<file path="config.mk">
export PLATFORM = sky130hd
export DESIGN_NAME = cdc_fifo_reader_flat
export DESIGN_NICKNAME = d
export VERILOG_FILES = /design/src/rtl/cdc_fifo_reader_if.sv /design/src/rtl/cdc_fifo_reader.sv /design/src/flat_wrapper.sv
export SDC_FILE = /design/constraint.sdc
export NUM_CORES = 1
export LEC_CHECK = 0
export CAP_MARGIN = 30
export CORE_MARGIN = 8
export CORE_UTILIZATION = 40
export DETAILED_ROUTE_END_ITERATION = 6
export PLACE_DENSITY = 0.62
export SLEW_MARGIN = 5
export SYNTH_ARGS = -nofsm -noshare
export SYNTH_HDL_FRONTEND = slang
export SYNTH_SLANG_ARGS = --single-unit
</file>
<file path="constraint.sdc">
create_clock -name clk -period 3.88 [get_ports clk]
set_input_delay 0.776 -clock clk [delete_from_list [all_inputs] [get_ports clk]]
set_output_delay 0.776 -clock clk [all_outputs]
set_load 0.03 [all_outputs]
</file>
<file path="src/rtl/cdc_fifo_reader_if.sv">
// Bundles the FIFO read-side pop interface and the downstream valid/ready stream.
// master: the reader block; slave: the FIFO plus the downstream consumer.
interface cdc_fifo_reader_if #(
  parameter int data_width = 32
);
  logic [data_width-1:0] read_data;
  logic                  read_valid;
  logic                  read_ack;
  logic [data_width-1:0] out_data;
  logic                  out_valid;
  logic                  out_ready;

  modport master (
    input  read_data, read_valid, out_ready,
    output read_ack, out_data, out_valid
  );

  modport slave (
    output read_data, read_valid, out_ready,
    input  read_ack, out_data, out_valid
  );
endinterface

</file>
<file path="src/rtl/cdc_fifo_reader.sv">
// Read-domain consumer for the dual-clock FIFO: credit-based pre-committed pops into a local store.
// Optional CDC_FIFO_READER_COUNT_EN adds a 32-bit count of downstream transfers (word_count).
module cdc_fifo_reader #(
  parameter int data_width   = 32,
  parameter int buffer_depth = 4
) (
  input  logic                          clk,
  input  logic                          reset_n,
  cdc_fifo_reader_if.master             bus,
  output logic [$clog2(buffer_depth):0] count
`ifdef CDC_FIFO_READER_COUNT_EN
  ,
  output logic [31:0]                   word_count
`endif
);

  localparam int ptr_w = $clog2(buffer_depth);
  localparam int cnt_w = ptr_w + 1;

  logic                  ack_reg;
  logic                  run_reg;
  logic [cnt_w-1:0]      count_reg;
  logic [cnt_w-1:0]      count_next;
  logic [ptr_w-1:0]      wr_ptr_reg;
  logic [ptr_w-1:0]      rd_ptr_reg;
  logic [data_width-1:0] store [buffer_depth];

  logic                  capture;
  logic                  pop;
  logic [cnt_w:0]        credit_sum;

  // A word on read_data is ours only if we acked at the previous edge.
  assign capture = ack_reg && bus.read_valid;
  assign pop     = (count_reg != '0) && bus.out_ready;

  // Reserve a slot for the in-flight pop; downstream pops this cycle are deliberately ignored.
  assign credit_sum   = {1'b0, count_reg} + {{cnt_w{1'b0}}, ack_reg};
  assign bus.read_ack = run_reg && (credit_sum < (cnt_w + 1)'(buffer_depth));

  assign bus.out_valid = (count_reg != '0);
  assign bus.out_data  = store[rd_ptr_reg];
  assign count         = count_reg;

  always_comb begin
    count_next = count_reg;
    case ({capture, pop})
      2'b10:   count_next = count_reg + cnt_w'(1);
      2'b01:   count_next = count_reg - cnt_w'(1);
      default: count_next = count_reg;
    endcase
  end

  always_ff @(posedge clk or negedge reset_n) begin
    if (!reset_n) begin
      ack_reg    <= 1'b0;
      run_reg    <= 1'b0;
      count_reg  <= '0;
      wr_ptr_reg <= '0;
      rd_ptr_reg <= '0;
    end else begin
      ack_reg   <= bus.read_ack;
      run_reg   <= 1'b1;
      count_reg <= count_next;
      if (capture) begin
        wr_ptr_reg <= wr_ptr_reg + ptr_w'(1);
      end
      if (pop) begin
        rd_ptr_reg <= rd_ptr_reg + ptr_w'(1);
      end
    end
  end

  always_ff @(posedge clk) begin
    if (capture) begin
      store[wr_ptr_reg] <= bus.read_data;
    end
  end

`ifdef CDC_FIFO_READER_COUNT_EN
  logic [31:0] word_count_reg;

  always_ff @(posedge clk or negedge reset_n) begin
    if (!reset_n) begin
      word_count_reg <= '0;
    end else if (pop) begin
      word_count_reg <= word_count_reg + 32'd1;
    end
  end

  assign word_count = word_count_reg;
`endif

endmodule

</file>
<file path="src/flat_wrapper.sv">
// flat-port wrapper written by rule: the top's interface ports become plain ports
module cdc_fifo_reader_flat 
#(
  parameter int data_width   = 32,
  parameter int buffer_depth = 4
)
  (clk, reset_n, count, bus_read_data, bus_read_valid, bus_out_ready, bus_read_ack, bus_out_data, bus_out_valid);
  cdc_fifo_reader_if #(.data_width(data_width)) bus_i ();
  input  logic clk;
  input  logic reset_n;
  output logic [$clog2(buffer_depth):0] count;
  input wire logic [$bits(bus_i.read_data)-1:0] bus_read_data;
  input wire logic [$bits(bus_i.read_valid)-1:0] bus_read_valid;
  input wire logic [$bits(bus_i.out_ready)-1:0] bus_out_ready;
  output wire logic [$bits(bus_i.read_ack)-1:0] bus_read_ack;
  output wire logic [$bits(bus_i.out_data)-1:0] bus_out_data;
  output wire logic [$bits(bus_i.out_valid)-1:0] bus_out_valid;
  assign bus_i.read_data = bus_read_data;
  assign bus_i.read_valid = bus_read_valid;
  assign bus_i.out_ready = bus_out_ready;
  assign bus_read_ack = bus_i.read_ack;
  assign bus_out_data = bus_i.out_data;
  assign bus_out_valid = bus_i.out_valid;
  cdc_fifo_reader #(.data_width(data_width), .buffer_depth(buffer_depth)) u_core (.clk(clk), .reset_n(reset_n), .bus(bus_i), .count(count));
endmodule
</file>
# ---- Yosys cells after proc, flatten, opt, wreduce, memory -nomap -nowiden
# Memories as Yosys holds them, arrays and structs flattened.
# Cells that the tools add are included.
dict set report word_totals {
  latchBits 0
  ram_bits 128
  rom_bits 0
  ff_bits 9
  wordCells 22
  in_bits 36
  output_inout_bits 37
  mem_count 1
}
dict set report op_classes {
  add_sub_neg 5
  mul 0
  n_reduce_logical 5
  n_div 0
  muxes 3
  n_shift 0
  eq_ne 2
  n_bitwise 0
  order_cmp 1
}
# memory depth word_bits rd rd_clocked_by_memory_dff write_ports line
set memory_table {}
lappend memory_table {u_core.store 4 32 1 0 1 cdc_fifo_reader.sv:26} ;# logic [data_width-1:0] store [buffer_depth];
# op count
set ops {}
lappend ops {{case mux 3 bit (2 select lines)} 1}
lappend ops {{adder 2 x 1 -> 2 bit, second input constant} 2}
lappend ops {{adder 3 x 1 -> 4 bit} 1}
lappend ops {{< comparator 4 x 3 -> 1 bit, second input constant} 1}
lappend ops {{adder 3 x 1 -> 3 bit, second input constant} 1}
lappend ops {{logical AND 1 bit} 3}
lappend ops {{nonzero test 3 bit} 1}
lappend ops {{subtractor 3 x 1 -> 3 bit, second input constant} 1}
lappend ops {{equality test 2 x 1 -> 1 bit, second input constant} 1}
lappend ops {{equality test 2 bit, second input constant} 1}
lappend ops {{two-way mux 1 bit} 2}
lappend ops {{nonzero test 2 bit} 1}

# ---- Logic depth before layout (Yosys ltp)
# Gate-level depths: netlist of the first run.
dict set report depth {
  depth_word 4
  depth_mapped 7
  depth_no_buf 7
}

# ---- Worst setup path after synthesis of the first run
# Ideal clock, no wire load.
dict set report synth_path {
  path_kind {flip-flop to output port}
  from {register u_core.count_reg[1], in the netlist u_core.count[1]}
  to {output bus_read_ack}
  slack_ns 1.664
  path_stages_with_launch 2
  t_arrival_ns 1.440
  required_time_ns 3.104
  n_path_buf 0
  cell_sequence {dfrtp_1 a311oi_1}
}
dict set report synth_between {
  elab_chain_cells 3
}
# element line
set synth_lines {}
lappend synth_lines {{start, declared} cdc_fifo_reader.sv:22} ;# logic [cnt_w-1:0] count_reg;
lappend synth_lines {{start signal, assigned} cdc_fifo_reader.sv:63} ;# count_reg <= count_next;
lappend synth_lines {{adder 3 x 1 -> 4 bit} cdc_fifo_reader.sv:37} ;# assign credit_sum = {1'b0, count_reg} + {{cnt_w{1'b0}}, ack_reg};
lappend synth_lines {{< comparator 4 x 3 -> 1 bit} cdc_fifo_reader.sv:38} ;# assign bus.read_ack = run_reg && (credit_sum < (cnt_w + 1)'(buffer_depth));
lappend synth_lines {{logical AND 1 bit} cdc_fifo_reader.sv:38}
lappend synth_lines {{end, declared} flat_wrapper.sv:15} ;# output wire logic [$bits(bus_i.read_ack)-1:0] bus_read_ack;
# Every way passes these cells.

# ---- Worst setup path in the final report of the first run
dict set report layout_path {
  from {register u_core.rd_ptr_reg[0]}
  to {output bus_out_data[31]}
}
dict set report layout_between {
  elab_chain_cells 1
}
# element line
set layout_lines {}
lappend layout_lines {{start, declared} cdc_fifo_reader.sv:25} ;# logic [ptr_w-1:0] rd_ptr_reg;
lappend layout_lines {{start signal, assigned} cdc_fifo_reader.sv:68} ;# rd_ptr_reg <= rd_ptr_reg + ptr_w'(1);
lappend layout_lines {{memory read (4 x 32 bit)} -}
lappend layout_lines {{end, declared} flat_wrapper.sv:16} ;# output wire logic [$bits(bus_i.out_data)-1:0] bus_out_data;
# Every way passes these cells.

==> results of run 1 <==
==> kinds of logic (layout without fill, tap and decap cells) <==
logic type,after synthesis,after routing
buffers and inverters,14,114
AOI/OAI and AO/OA,3,3
other,1,1
and+or+nand+nor,9,9
muxes,33,33
xor gates and xnor gates,6,6
DFF,137,137
adders and majority gates,6,6
==> layout by cell type, fill, tap and decap left out, drive strengths merged <==
cell type	netlist	layout
edfxtp	128	128
ha	5	5
bufinv	0	2
clkinvlp	0	1
mux4	32	32
clkinv	0	9
conb	1	1
o21ai	1	1
nor2	1	1
nand2	3	3
fa	1	1
xor2	3	3
dfrtp	9	9
mux2	1	1
buf	7	4
and3	4	4
clkbuf	1	20
xnor2	3	3
or3	1	1
clkdlybuf4s50	0	72
a311oi	1	1
inv	6	6
o31a	1	1
==> power by group <==
part	switching, mW	total [mW]	internal (mW)
clock	0.543	1.47	0.929
sequential	0.132	1.90	1.77
combinational	0.861	1.63	0.771
==> per-stage QoR <==
| stage | hold WS [ns] | total power, mW | utilization | worst slack, ns | area (µm²) |
|---|---|---|---|---|---|
| 3_3_place_gp | 0.480 | 3.59 | 0.479 | 0.968 | 6020 |
| 4_1_cts | 0.493 | 5.08 | 0.522 | 0.514 | 6560 |
| 3_5_place_dp | 0.485 | 3.60 | 0.479 | 0.962 | 6020 |
| 6_report | 0.491 | 5.01 | 0.522 | 0.583 | 6560 |
| 2_1_floorplan | 0.480 | 3.02 | - | 1.66 | 5140 |
| 5_1_grt | 0.510 | 5.23 | 0.522 | 0.432 | 6560 |
==> worst min-delay path: stages (launching register included) <==
cell      delay [ns]
dfrtp_1         0.35
inv_1           0.05
a311oi_1        0.05
==> layout make-up <==
cell class	instances	area share
multi-input combinational	58	0.146
timing repair buffer	76	0.114
tap	172	0.0328
clock buffer	20	0.0665
clock inverter	12	0.0164
inverter	6	0.00343
sequential	137	0.620
==> routing by layer <==
layer | part of all wire | global-route usage | vias to the layer above
li1 | - | - | 1045
met1 | 0.42 | 0.132 | 1203
met2 | 0.49 | 0.185 | 65
met3 | 0.076 | 0.0563 | 9
met4 | 0.0098 | 0.0435 | 0
met5 | 0 | 0 | -
==> worst paths after layout <==
check                                     start                   end  slack [ns]  cells after the start
hold / removal                   u_core.run_reg        u_core.ack_reg        0.49                      2
setup / recovery           u_core.rd_ptr_reg[0]      bus_out_data[31]        0.58                      3
min in group asynchronous               reset_n        u_core.run_reg        0.71                      1
setup reg to reg           u_core.wr_ptr_reg[0]   u_core.store[2][28]        2.03                      3
hold reg to reg                  u_core.run_reg        u_core.ack_reg        0.49                      2
max in group asynchronous               reset_n  u_core.rd_ptr_reg[0]        2.80                      1
==> results.md, run 1 <==
* Synth Area in Compound Gates at 0.00438
* WP buf/inv at 2
* Setup violators final at 0
* Most common cell in the netlist: edfxtp_1
* Die Area at between 0.015 and 0.02 mm²
* Ant diodes at 0
* CTS H-tree depth at 4
* CTS buffer count at 17
* Largest family of logic cells by synthesized area: multiplexers
* Via count at between 2000 and 2500
* Post-Synth Simple-Gate Area at 0.00901
* FF+latch area at just over 0.004 mm²
* HP Class: reg -> reg
* Setup TNS at 0 ns
* Nets@finish at roughly 340
* Critical path arrival at 2.52 ns
* Starting density of the core at 0.409
* Clock sink count at 137
* Post-CTS sizing at 0
* Tmin final at 3.30 ns
* PortBufs at 72
* CTS hold repair buffers at 0
* Post-synth cell types at 22
* DRT antenna net count at 0
* Via count of the first global-routing pass at 2584
* Largest net degree at the start of global routing at 33
* Worst-path clk slew at 0.05 ns
* Crit. End Element: output port
* Initial antenna violation count at 0
* Critical Path Start Type: flip-flop
* Max Cap Viol at 0
* Grt ovf at 0
* Initial DRC count at ~170
* Detailed-route wire length per cell at between 15 and 20 µm
* Area grow syn2layout at 27.8%
* Critical path's largest stage delay at 0.63 ns
* Multi-input gate area at 960 µm²
* Count of pins over their slew limit at 0
* Root Driver: clkbuf_16
* Post-synthesis mux area share at 0.145
* Die Wd at around 130 µm
* Max VDD drop at 0.333 mV
* Pwr per Cell Area at 763 mW/mm²
* Cell count after placement at 449
* DPL Wire Length at around 5400 µm
* GRT Overall Usage at 0.116
* Chip height at ~130 µm
* Post-Syn Instances at 209
* Core footprint at 0.0126 mm²
* FFs w/ async S/R, synth at 0.0657
* Slew headroom at 0.393
* Crit path max fanout at 15
* Global-route wire length before repair at 14000 µm
* Post-Route WL at 9000 µm
* Max FFs per register at 128
* Worst slew pin tran at about 0.91 ns
* Hold Violations, Final at 0
* Layout cells sized above 1 at 0.207
* Top-level I/O count at 73
* # Post-CTS Setup Buffers at 0
* Vias per cell at 4.83
* Max Clock Skew at between 0.006 and 0.007 ns
* Final period util at 0.850
* Crit-path cells: buf_4 -> mux4_1 -> clkdlybuf4s50_1
* Synth Area in XOR/XNOR at 0.0102
* Largest cells by area after synthesis: edfxtp_1 (75%), mux4_2 (12%), dfrtp_1 (4.4%)
* Critical Path RT at 3.10 ns
* Crit path max-delay family: buffers and inverters
* F_max at ~300 MHz
* CP Class: reg -> out
* Number of fill cells at 990
* Drt drc at 0
* RSZ-0062 raised after global routing: false
* Warnings from Yosys at 0
* Status: finished, final reports clean
* Synth cell count leaders: edfxtp_1 (128), mux4_2 (28), dfrtp_1 (9)
* Syn_nets at 251
* GP Congestion at between 0.6 and 0.7
* #FFs+latches synth at approximately 140
* Final Non-Filler Cells at 481
* Yosys top cell area share at 0.748
* Crit-path slowest cell: clkdlybuf4s50_1
* Row count at slightly above 40
* LEAKAGE at 2.19 nW
* CTS tree: done
* Deepest clock path buffer count at 2
* Number of synthesized flops with an enable pin at 128
* Syn_area_per_cell at 24.6 µm²
* Area leader, netlist: edfxtp_1
* Synth Flop Type: edfxtp_1
* Worst skew pair latency at 0.40 ns
* First drt pass iteration count at 4
* Part of the Yosys area used for sequential elements at 0.792
* Post-synth design cell area at 0.00514 mm²
* Synth Area in Adders at 0.0161
No activity file was read; power rests on OpenSTA's default activity.
==> inputs of run 2 (changes only) <==
--- a/config.mk
+++ b/config.mk
@@ -9,7 +9,7 @@
 export CORE_MARGIN = 8
 export CORE_UTILIZATION = 40
 export DETAILED_ROUTE_END_ITERATION = 6
-export PLACE_DENSITY = 0.62
+export PLACE_DENSITY = 0.64
 export SLEW_MARGIN = 5
 export SYNTH_ARGS = -nofsm -noshare
 export SYNTH_HDL_FRONTEND = slang
==> constraint.sdc (replaced) <==
create_clock -name clk -period 2.95 [get_ports clk]
set_input_delay 0.59 -clock clk [delete_from_list [all_inputs] [get_ports clk]]
set_output_delay 0.59 -clock clk [all_outputs]
set_load 0.03 [all_outputs]
==> run 2 against run 1 <==
Net effect: wire length rose by 0.70%; largest cell class unchanged; critical path type unchanged; sequential power up 29%; sequential share of layout area fell by 1.4 points; first-iteration DRC count is 17% higher; cell count increased by 0.83%; design area increased by 2.3%.
==> results.md, run 2 (synthesis gave the netlist of run 1 again) <==
* Most frequent cells in the layout: edfxtp_1 (128), clkdlybuf4s50_1 (72), mux4_2 (28)
* Via count at 2329 (+0.30%)
* Initial DRC count at 204 (+17%)
* Sw power at 2.09 mW (+36%)
* GRT Overall Usage at 0.118 (+0.00239)
* Area grow syn2layout at 30.7%
* Setup violators final at 0 (unchanged)
* Switching part of the total at 0.309 (+0.00248)
* Max FFs per register at 128 (unchanged)
* Post-Route WL at 9060 µm (+0.70%)
* Tmin final at 2.82 ns
* Utilization after layout at 0.534 (+0.0119)
* Combinational fraction of design power at 0.337 (+0.011)
* PortBufs at 72 (unchanged)
* Setup TNS at 0 ns (unchanged)
* GP Congestion at 0.658 (-0.12%)
* Global-route wire length before repair at 14100 µm (+0.64%)
* Chip height at 129 µm (unchanged)
* Final period util at 0.956
* RSZ-0062 raised after global routing: false
* Grt ovf at 0 (unchanged)
* Root Driver: clkbuf_16
* Clk pwr share at 0.300 (+0.006)
* Max Cap Viol at 0 (unchanged)
* Drt drc at 0 (unchanged)
* Worst-path clk slew at 0.06 ns (about the same)
* Depth of the most critical reg-to-reg path at 7 (+4)
* Largest net degree at the start of global routing at 29 (-12%)
* CTS hold repair buffers at 0 (unchanged)
* Final setup margin at 0.130 ns (-0.453 ns)
* Max Clock Skew at 0.00502 ns (-0.00158 ns)
* Nets@finish at 342 (+1.2%)
* Clock sink count at 137 (unchanged)
* Top-level I/O count at 73 (unchanged)
* Core footprint at 0.0126 mm² (unchanged)
* Most common cell after layout, fill and taps aside: edfxtp_1
* Detailed-route wire length per cell at 18.7 µm (-0.13%)
* Placed Area at 0.00614 mm² (+2.0%)
* CP Class: reg -> out
* CTS tree: done
* HP Class: in -> async
* Final Cell Area at 0.00671 mm² (+2.3%)
* Die Wd at 129 µm (unchanged)
* Crit path max fanout at 19 (+4)
* CTS H-tree depth at 4 (unchanged)
* LEAKAGE at 2.24 nW (+2.4%)
* DRT antenna net count at 0 (unchanged)
* Number of fill cells at 987 (-0.30%)
* Hold Violations, Final at 0 (unchanged)
* Vias per cell at 4.80 (-0.53%)
* F_max at 355 MHz
* CTS buffer count at 17 (unchanged)
* Starting density of the core at 0.409 (unchanged)
* Max VDD drop at 0.543 mV (+63%)
* Pre-CTS setup slack at 0.498 ns (-0.464 ns)
* Critical path arrival at 2.23 ns (-0.29 ns)
* Crit. End Element: output port
* FF-to-FF End: u_core.count[2]
* # Post-CTS Setup Buffers at 0 (unchanged)
* Worst reg2reg startpoint: u_core.count[0]
* Count of pins over their slew limit at 0 (unchanged)
* DPL Wire Length at 5760 µm (+5.9%)
* First drt pass iteration count at 4 (unchanged)
* Status: finished, final reports clean
* Internal power at 4.67 mW (+35%)
* Critical Path RT at 2.36 ns (-0.74 ns)
* Deepest clock path buffer count at 2 (unchanged)
* Reg power frac at 0.363 (-0.017)
* Ant diodes at 0 (unchanged)
* Initial antenna violation count at 0 (unchanged)
* Worst skew pair latency at 0.40 ns (about the same)
* Pwr per Cell Area at 1010 mW/mm² (+32%)
* Post-CTS sizing at 0 (unchanged)
* Row count at 41 (unchanged)
* Critical Path Start Type: flip-flop
* Die Area at 0.0167 mm² (unchanged)
* Layout cells sized above 1 at 0.227 (+0.0197)
* Reg2reg setup slack at 1.12 ns (-0.91 ns)
* Via count of the first global-routing pass at 2549 (-1.4%)
[run 2: cell count changes in the layout (fill, tap and decap cells not counted)]
cell,previous run,this run
buf_12,0,7
clkinv_2,5,0
inv_6,0,4
buf_4,4,1
clkinv_4,0,3
clkinv_1,4,2
clkbuf_1,3,2
clkinvlp_4,1,2
[run 2: area by class of cell]
type | instances | area, µm² | area share
Clock inverter | 13 | 144 | 0.0214
Inverter | 6 | 22.5 | 0.00335
Clock buffer | 19 | 433 | 0.0645
Timing Repair Buffer | 80 | 868 | 0.129
Multi-Input combinational cell | 58 | 960 | 0.143
Sequential cell | 137 | 4070 | 0.606
Tap cell | 172 | 215 | 0.0321
[run 2: worst max path at each step]
stage	to	slack [ns]	from
2_1_floorplan	bus_read_ack	0.92	u_core.count[1]
3_3_place_gp	bus_out_data[0]	0.54	u_core.rd_ptr_reg[0]
3_5_place_dp	u_core.count[2]	0.50	bus_out_ready
4_1_cts	bus_out_data[0]	0.08	u_core.rd_ptr_reg[0]
5_1_grt	bus_out_data[2]	0.03	u_core.rd_ptr_reg[0]
6_report	bus_out_data[2]	0.13	u_core.rd_ptr_reg[0]
[run 2: through the flow]
step	power, mW	hold WS, ns	std cells
after floorplan	3.97	0.294	209
after CTS	6.89	0.476	485
final	6.76	0.480	485
after global routing	7.08	0.510	485
after global placement	4.81	0.484	453
after detailed placement	4.83	0.487	453
[run 2: routing by layer]
metal  up-vias  share of wire  global-route usage
li1       1060              -                   -
met2        62           0.50               0.190
met5         -              0                   0
met1      1190           0.41               0.135
met4         0          0.016              0.0518
met3        17          0.072              0.0501
[run 2: power groups by stage]
stage	sequential [mW]	combinational (mW)	clock [mW]
2_1_floorplan	2.47	1.50	0
6_report	2.45	2.28	2.03
3_5_place_dp	2.50	2.33	0
4_1_cts	2.46	2.35	2.08
5_1_grt	2.48	2.44	2.15
3_3_place_gp	2.49	2.32	0
[run 2: worst max-delay path: stages, from the launching register on]
cell and delay (ns):
dfrtp_2 0.42, buf_12 0.21, mux4_1 0.57, clkdlybuf4s50_1 0.61
==> inputs of run 3 (changes only) <==
--- a/config.mk
+++ b/config.mk
@@ -8,8 +8,9 @@
 export CAP_MARGIN = 30
 export CORE_MARGIN = 8
 export CORE_UTILIZATION = 40
+export CTS_CLUSTER_DIAMETER = 150
 export DETAILED_ROUTE_END_ITERATION = 6
-export PLACE_DENSITY = 0.64
+export PLACE_DENSITY = 0.68
 export SLEW_MARGIN = 5
 export SYNTH_ARGS = -nofsm -noshare
 export SYNTH_HDL_FRONTEND = slang
==> run 3 against run 2 <==
Net effect: count of clock-buffer cells in the layout fell by 1; sequential power about the same; die area is the same; via count is 2.6% higher; total power grew 1.4%; global-route usage grew 0.075 points; clock power up 5%; highest routed layer is now met5.
==> results.md, run 3 (synthesis gave the netlist of run 1 again) <==
* Row count at 41 (unchanged)
* Clock sink count at 137 (unchanged)
* FF-to-FF End: u_core.count[2]
* Root Driver: clkbuf_16
* Worst skew pair latency at 0.40 ns (about the same)
* Vias per cell at 4.89 (+1.8%)
* Die Wd at 129 µm (unchanged)
* Status: finished, final reports clean
* Number of fill cells at 984 (-0.30%)
* PortBufs at 72 (unchanged)
* Initial antenna violation count at 1 (+1)
* Deepest clock path buffer count at 2 (unchanged)
* F_max at 353 MHz (-0.52%)
* Crit path capture: bus_out_data[1]
* Met2 wire length at 4620 µm (+2.6%)
* Count of pins over their slew limit at 0 (unchanged)
* LEAKAGE at 2.27 nW (+1.3%)
* Pwr per Cell Area at 1020 mW/mm² (+1.0%)
* Largest net degree at the start of global routing at 21 (-28%)
* CTS tree: done
* Met3 wire length at 592 µm (-9.5%)
* HP Class: in -> async
* Reg2reg setup slack at 1.07 ns (-0.05 ns)
* DRT antenna net count at 0 (unchanged)
* Critical path arrival at 2.24 ns (about the same)
* Post-Route WL at 9350 µm (+3.2%)
* Area grow syn2layout at 31.3%
* Final period util at 0.961 (+0.00497)
* Depth of the most critical reg-to-reg path at 7 (unchanged)
* Worst reg2reg startpoint: u_core.count[0]
* Critical Path RT at 2.36 ns (about the same)
* Setup violators final at 0 (unchanged)
* Drt drc at 0 (unchanged)
* GP Congestion at 0.687 (+4.4%)
* Crit. End Element: output port
* Starting density of the core at 0.409 (unchanged)
* Utilization after layout at 0.536 (+0.00219)
* GRT Overall Usage at 0.119 (+0.000745)
* Initial DRC count at 169 (-17%)
* Tmin final at 2.83 ns (+0.0147 ns)
* Top-level I/O count at 73 (unchanged)
* Nets@finish at 346 (+1.2%)
* Max Clock Skew at 0.00971 ns (+0.00469 ns)
* DPL Wire Length at 6060 µm (+5.3%)
* Grt ovf at 0 (unchanged)
* Worst-path clk slew at 0.06 ns (about the same)
* Critical Path Start Type: flip-flop
* CTS buffer count at 17 (unchanged)
* Max VDD drop at 0.498 mV (-8.2%)
* Core footprint at 0.0126 mm² (unchanged)
* Crit-path slowest cell: mux4_1
* Via count of the first global-routing pass at 2616 (+2.6%)
* Global-route wire length before repair at 14400 µm (+2.1%)
* Most common cell after layout, fill and taps aside: edfxtp_1
* Ant diodes at 0 (unchanged)
* Total power at 6.86 mW (+1.4%)
* First drt pass iteration count at 4 (unchanged)
* Crit-path cells: buf_12 -> mux4_1 -> clkdlybuf4s50_1
* Fin Hold WS at 0.479 ns (-0.000522 ns)
* CTS hold repair buffers at 0 (unchanged)
* Critical path's largest stage delay at 0.63 ns (+0.02 ns)
* Post-Route M1 WL at 4020 µm (+7.2%)
* RSZ-0062 raised after global routing: false
* Hold Violations, Final at 0 (unchanged)
* Pre-CTS setup slack at 0.442 ns (-0.0565 ns)
* Chip height at 129 µm (unchanged)
* Via count at 2390 (+2.6%)
* Crit path max fanout at 17 (-2)
* Detailed-route wire length per cell at 19.1 µm (+2.4%)
* Final setup margin at 0.116 ns (-0.0147 ns)
* Crit path launch: u_core.rd_ptr_reg[0]
* Die Area at 0.0167 mm² (unchanged)
* Most frequent cells in the layout: edfxtp_1 (128), clkdlybuf4s50_1 (72), mux4_2 (28)
* CTS H-tree depth at 4 (unchanged)
* Setup TNS at 0 ns (unchanged)
* CP Class: reg -> out
* Max Cap Viol at 0 (unchanged)
* Max FFs per register at 128 (unchanged)
* Highest routed layer: met5
* Layout cells sized above 1 at 0.237 (+0.00976)
==> run 3: power by group <==
part	total [mW]	switching [mW]	internal (mW)
logic	2.29	1.23	1.07
clock network	2.14	0.740	1.40
registers	2.43	0.0971	2.33
total	6.86	2.06	4.80
==> run 3: critical path, delay by kind of cell (launching register included) <==
kind                   cells  cell delay (ns)
buffers and inverters      2             0.81
DFF                        1             0.39
muxes                      1             0.63
==> run 3: metal layers <==
| layer | track usage | vias up |
|---|---|---|
| met4 | 0.0511 | 2 |
| li1 | - | 1068 |
| met3 | 0.0509 | 12 |
| met1 | 0.141 | 1246 |
| met5 | 0 | - |
| met2 | 0.186 | 62 |
==> run 3: layout make-up <==
class | count | area (µm²) | share of cell area
multi-input cells | 58 | 960 | 0.142
clock inverters | 14 | 179 | 0.0265
clock buffers | 18 | 429 | 0.0637
repair buffers | 84 | 865 | 0.128
flip-flops and latches | 137 | 4070 | 0.604
well taps | 172 | 215 | 0.0319
inverters | 6 | 22.5 | 0.00334
==> run 3: repair_timing <==
action | in CTS | in global routing
resized for setup | 1 | 0
setup endpoints to repair | 1 | 0
buffers inserted | 0 | 0
==> run 3: worst min-delay path by stage <==
stage,startpoint,to
floorplan,reset_n,u_core.ack_reg
detailed placement,u_core.run_reg,u_core.ack_reg
finish,reset_n,u_core.rd_ptr_reg[0]
global route,reset_n,u_core.rd_ptr_reg[0]
CTS,reset_n,u_core.rd_ptr_reg[0]
global placement,u_core.run_reg,u_core.ack_reg
==> run 3: through the flow <==
step / std cells / area (µm²)
final: 489 / 6740
after global routing: 489 / 6740
after CTS: 489 / 6740
after detailed placement: 457 / 6130
after global placement: 457 / 6130
after floorplan: 209 / 5140
